[src/rtl/alu_pipe_pkg.sv]
// Shared opcode definitions for the pipelined ALU.
// Result bundles are declared in the using module so they can follow its WIDTH.
package alu_pipe_pkg;

    localparam int OP_W = 3;

    typedef enum logic [OP_W-1:0] {
        OP_AND     = 3'd0,
        OP_OR      = 3'd1,
        OP_ADD     = 3'd2,
        OP_SUB     = 3'd3,
        OP_COMBO   = 3'd4,
        OP_ACC     = 3'd5,
        OP_ACC_CLR = 3'd6,
        OP_RSVD    = 3'd7
    } op_e;

endpackage

[src/rtl/alu_pipe_core.sv]
// Combinational datapath: computes one result from op/a/b and the current acc.
// Accumulator write-back is requested here but committed by the caller.
module alu_pipe_core
    import alu_pipe_pkg::*;
#(
    parameter int WIDTH = 8
) (
    input  op_e              op,
    input  logic [WIDTH-1:0] a,
    input  logic [WIDTH-1:0] b,
    input  logic [WIDTH-1:0] acc,
    output logic [WIDTH-1:0] result,
    output logic             carry,
    output logic             err,
    output logic [WIDTH-1:0] acc_next,
    output logic             acc_we
);

    logic [WIDTH:0]   sum;
    logic [WIDTH:0]   diff;
    logic [WIDTH:0]   acc_sum;
    logic [WIDTH-1:0] combo;

    // The extra MSB of the widened difference is the unsigned borrow.
    assign sum     = {1'b0, a} + {1'b0, b};
    assign diff    = {1'b0, a} - {1'b0, b};
    assign acc_sum = {1'b0, acc} + {1'b0, a};
    assign combo   = sum[WIDTH-1:0] + diff[WIDTH-1:0];

    always_comb begin
        result   = '0;
        carry    = 1'b0;
        err      = 1'b0;
        acc_next = acc;
        acc_we   = 1'b0;
        case (op)
            OP_AND: result = a & b;
            OP_OR:  result = a | b;
            OP_ADD: begin
                result = sum[WIDTH-1:0];
                carry  = sum[WIDTH];
            end
            OP_SUB: begin
                result = diff[WIDTH-1:0];
                carry  = diff[WIDTH];
            end
            OP_COMBO: result = combo;
            OP_ACC: begin
                result   = acc_sum[WIDTH-1:0];
                carry    = acc_sum[WIDTH];
                acc_next = acc_sum[WIDTH-1:0];
                acc_we   = 1'b1;
            end
            OP_ACC_CLR: begin
                result   = acc;
                acc_next = '0;
                acc_we   = 1'b1;
            end
            default: err = 1'b1;
        endcase
    end

endmodule

[src/rtl/alu_pipe_unit.sv]
// Two-stage pipelined ALU with valid/ready on both sides and an accumulator.
// Stage 1 holds operands, stage 2 holds the finished result bundle.
module alu_pipe_unit
    import alu_pipe_pkg::*;
#(
    parameter int WIDTH = 8
) (
    input  logic             clk,
    input  logic             rst,
    input  logic             in_valid,
    output logic             in_ready,
    input  logic [OP_W-1:0]  in_op,
    input  logic [WIDTH-1:0] in_a,
    input  logic [WIDTH-1:0] in_b,
    output logic             out_valid,
    input  logic             out_ready,
    output logic [WIDTH-1:0] out_result,
    output logic             out_carry,
    output logic             out_zero,
    output logic             out_err
);

    typedef struct packed {
        logic [WIDTH-1:0] result;
        logic             carry;
        logic             zero;
        logic             err;
    } res_t;

    logic             s1_valid;
    op_e              s1_op;
    logic [WIDTH-1:0] s1_a;
    logic [WIDTH-1:0] s1_b;
    logic             s2_valid;
    res_t             s2;
    logic [WIDTH-1:0] acc;

    logic             en1;
    logic             en2;
    logic [WIDTH-1:0] c_result;
    logic             c_carry;
    logic             c_err;
    logic [WIDTH-1:0] acc_next;
    logic             acc_we;

    assign en2      = !s2_valid || out_ready;
    assign en1      = !s1_valid || en2;
    assign in_ready = en1;

    alu_pipe_core #(.WIDTH(WIDTH)) u_core (
        .op       (s1_op),
        .a        (s1_a),
        .b        (s1_b),
        .acc      (acc),
        .result   (c_result),
        .carry    (c_carry),
        .err      (c_err),
        .acc_next (acc_next),
        .acc_we   (acc_we)
    );

    always_ff @(posedge clk or posedge rst) begin
        if (rst) begin
            s1_valid <= 1'b0;
            s1_op    <= OP_AND;
            s1_a     <= '0;
            s1_b     <= '0;
        end else if (en1) begin
            s1_valid <= in_valid;
            if (in_valid) begin
                s1_op <= op_e'(in_op);
                s1_a  <= in_a;
                s1_b  <= in_b;
            end
        end
    end

    always_ff @(posedge clk or posedge rst) begin
        if (rst) begin
            s2_valid <= 1'b0;
            s2       <= '0;
        end else if (en2) begin
            s2_valid <= s1_valid;
            if (s1_valid) begin
                s2 <= '{result: c_result,
                        carry:  c_carry,
                        zero:   (c_result == '0),
                        err:    c_err};
            end
        end
    end

    // Commit only as the beat leaves stage 1, so chained ACC beats see it.
    always_ff @(posedge clk or posedge rst) begin
        if (rst) begin
            acc <= '0;
        end else if (en2 && s1_valid && acc_we) begin
            acc <= acc_next;
        end
    end

    assign out_valid  = s2_valid;
    assign out_result = s2.result;
    assign out_carry  = s2.carry;
    assign out_zero   = s2.zero;
    assign out_err    = s2.err;

endmodule

[config.mk]
export PLATFORM = sky130hd
export DESIGN_NAME = alu_pipe_unit
export DESIGN_NICKNAME = d
export VERILOG_FILES = /design/src/rtl/alu_pipe_pkg.sv /design/src/rtl/alu_pipe_core.sv /design/src/rtl/alu_pipe_unit.sv
export SDC_FILE = /design/constraint.sdc
export NUM_CORES = 1
export LEC_CHECK = 0
export ABC_AREA = 1
export CAP_MARGIN = 20
export CELL_PAD_IN_SITES_DETAIL_PLACEMENT = 0
export CELL_PAD_IN_SITES_GLOBAL_PLACEMENT = 1
export CORE_MARGIN = 10
export CORE_UTILIZATION = 37
export DETAILED_ROUTE_END_ITERATION = 16
export HOLD_SLACK_MARGIN = 0.02
export PLACE_DENSITY = 0.78
export SYNTH_ARGS = -nofsm -noshare
export SYNTH_HDL_FRONTEND = slang
export SYNTH_SLANG_ARGS = --single-unit
[constraint.sdc]
create_clock -name clk -period 2.5 [get_ports clk]
set_input_delay 0.5 -clock clk [delete_from_list [all_inputs] [get_ports clk]]
set_output_delay 0.5 -clock clk [all_outputs]
set_load 0.005 [all_outputs]
==> qor.yml <==
cp.arrival_ns: 3.01
clock-root-buffer: "clkbuf_8"
p_total_w: 0.00519
final_max_slew_viol_count: 0
numPlacedInstances: 799
htreeDepth: 2
fp-row-count: 36
ir_drop_mv: 0.441
grt.overflow.total: 0
holdWs_ns: 0.485
synth.top_cell.area_share: 0.274
synth-seq-cells: 40
gp_congestion: 0.898
path_class: "flip-flop to flip-flop"
worstHoldStart: "out_result[5]"
synthCells: 558
slew_headroom: 0.627
io_buffers: 35
grt_usage: 0.165
numCtsBuffers: 5
grt_pass1_wl_um: 19100
grt_pass1_vias: 3895
hold_buffers: 0
syn-num-nets: 624
dp.final_hpwl_um: 9640
ys.flop_type: "dfrtp_1"
routed_wl_um: 11800
timing_hold_violations_final: 0
hold_path_class: "flip-flop to flip-flop"
rsz0062_at_grt: "true"
hold_depth: 2
area_growth_pct: 40.7
cts_tree: "yes"
antenna_found_initial: 0
violations: "negative setup slack"
post-route-min-period_ns: 2.81
synth_edf_count: 0
grt_max_degree: 41
final_antenna_net_count: 0
core_area_um2: 9680
fmax_mhz: 356
cp_max_fo: 3
synth_cell_type_count: 33
p_per_area_nw_per_um2: 1010
final_cells: 815
p_leak_nw: 2.73
io_pins: 36
netlist_top_cells_count: "166 x nand2_1, 87 x inv_1, 60 x nor2_1, 49 x nand3_1, 40 x dfrtp_1"
synth_most_common_cell: "nand2_1"
diodes: 0
worst_pin_slew_ns: 0.559
yosysWarnings: 0
crit_path_end_kind: "flip-flop"
r2r_end: "out_zero"
outcome: "finished with violations"
syn_area_um2: 3650
fin_crit_sh: 1.13
wl_per_cell_um: 14.5
fin_util: 0.531
die_w_um: 119
finalSetupViolations: 6
fin_ws_ns: -0.313
start_util: 0.377
drive_gt1_frac: 0.233
die_y_um: 119
clock_latency_ns: 0.30
yosys.area.top_type: "dfrtp_1"
required_ns: 2.70
reg2reg_slack_ns: -0.31
synth_area_leaders: "dfrtp_1 27%, nand2_1 17%, ha_1 13%, inv_1 8.9%, nand3_1 6.7%"
clock-skew-final_ns: 0.00310
clock-sinks: 40
drv_cap: 0
ys_seq_area_frac: 0.274
final_nets: 747
die_area_um2: 14200
vias: 3888
r2r_start: "s1_a[0]"
drt_iter0_drc: 213
cp-start-kind: "flip-flop"
reg2reg_depth: 21
min_to: "out_result[5]"
clockBufferDepth: 2
avgSynthCellArea_um2: 6.55
vias_per_cell: 4.77
async_flop_share: 1.00
first_pass_iters: 4
clk_pin_slew_ns: 0.08
drc: 0
final cells by class:
| class | count | area (um2) |
|---|---|---|
| Tap cell | 133 | 166 |
| Timing Repair Buffer | 126 | 1040 |
| Multi-Input combinational cell | 414 | 2480 |
| Clock buffer | 8 | 90.1 |
| Fill cell | 994 | 4550 |
| Inverter | 94 | 355 |
| Sequential cell | 40 | 1000 |
power breakdown:
part / total [W] / switching [W] / internal [W]
Clock: 0.000455 / 0.000230 / 0.000225
Combinational: 0.00377 / 0.00201 / 0.00176
Sequential: 0.000961 / 0.000131 / 0.000830
Total: 0.00519 / 0.00237 / 0.00281
worst max-delay path by stage:
stage	start	end	slack (ns)	depth (start not counted)
floorplan	s1_a[0]	out_zero	-0.06	19
global placement	s1_a[0]	out_zero	-0.31	19
detailed placement	s1_a[0]	out_zero	-0.38	20
CTS	s1_a[0]	out_zero	-0.33	20
global route	s1_a[0]	out_zero	-0.48	19
finish	s1_a[0]	out_zero	-0.31	21
per-layer routing:
metal  GRT usage  part of all wire
met2       0.288              0.49
met5           0                 0
met1       0.209              0.47
met4      0.0392            0.0097
met3      0.0255             0.029
sequential cells by signal, indices dropped and copies added (netlist names):
name and cells:
acc 8, out_result 8, s1_a 8, s1_b 8, s1_op 3, out_carry 1
out_err 1, out_valid 1, out_zero 1, s1_valid 1
per-stage QoR:
stage | instance area, um2 | TNS [ns] | setup slack (ns)
after floorplan | 3690 | -0.0893 | -0.0638
final | 5140 | -1.31 | -0.313
after detailed placement | 4770 | -1.73 | -0.380
after global routing | 5140 | -2.35 | -0.485
after global placement | 4770 | -1.36 | -0.312
after CTS | 4930 | -1.39 | -0.328
placed cells by master, fill, tap and decap left out, types with 5 or more instances in the layout:
master and instances:
a21oi_1 31, a21oi_2 6, buf_4 89, clkbuf_8 6, clkdlybuf4s50_1 35, dfrtp_1 39, ha_1 29, ha_4 8
inv_1 85, inv_2 8, nand2_1 157, nand2_2 10, nand3_1 44, nand3_2 5, nand4_1 13, nor2_1 53
nor2_2 6, o21ai_0 14, o22ai_1 6
worst max-delay path, cell delays in order (launching register included):
cell	delay [ns]
dfrtp_1	0.41
inv_2	0.09
ha_4	0.13
inv_2	0.03
fa_2	0.35
or2_1	0.24
and2_4	0.15
ha_4	0.26
buf_6	0.11
nand2_4	0.05
nor2_4	0.13
nor2_4	0.06
nor2_4	0.10
nand4_1	0.12
nand2_2	0.10
inv_1	0.04
nand2_1	0.06
nand3_2	0.07
nand2_2	0.07
inv_1	0.04
nand2_1	0.04
nand2_1	0.04
cells by family after synthesis:
| family | after synthesis | share of synthesized area |
|---|---|---|
| AND/OR/NAND/NOR | 306 | 0.356 |
| buffers and inverters | 104 | 0.114 |
| AO/OA/AOI/OAI | 62 | 0.0935 |
| adder cells (fa/ha/maj) | 43 | 0.156 |
| flip-flops | 40 | 0.274 |
| XOR/XNOR | 3 | 0.00720 |
repair_timing:
action                                  CTS  global route
endpoints found under the setup margin    6             7
gates resized for setup                  11            36
pin swaps                                 8            11
setup buffers                             4             4
Note: power is estimated with default switching activity, not from simulation.
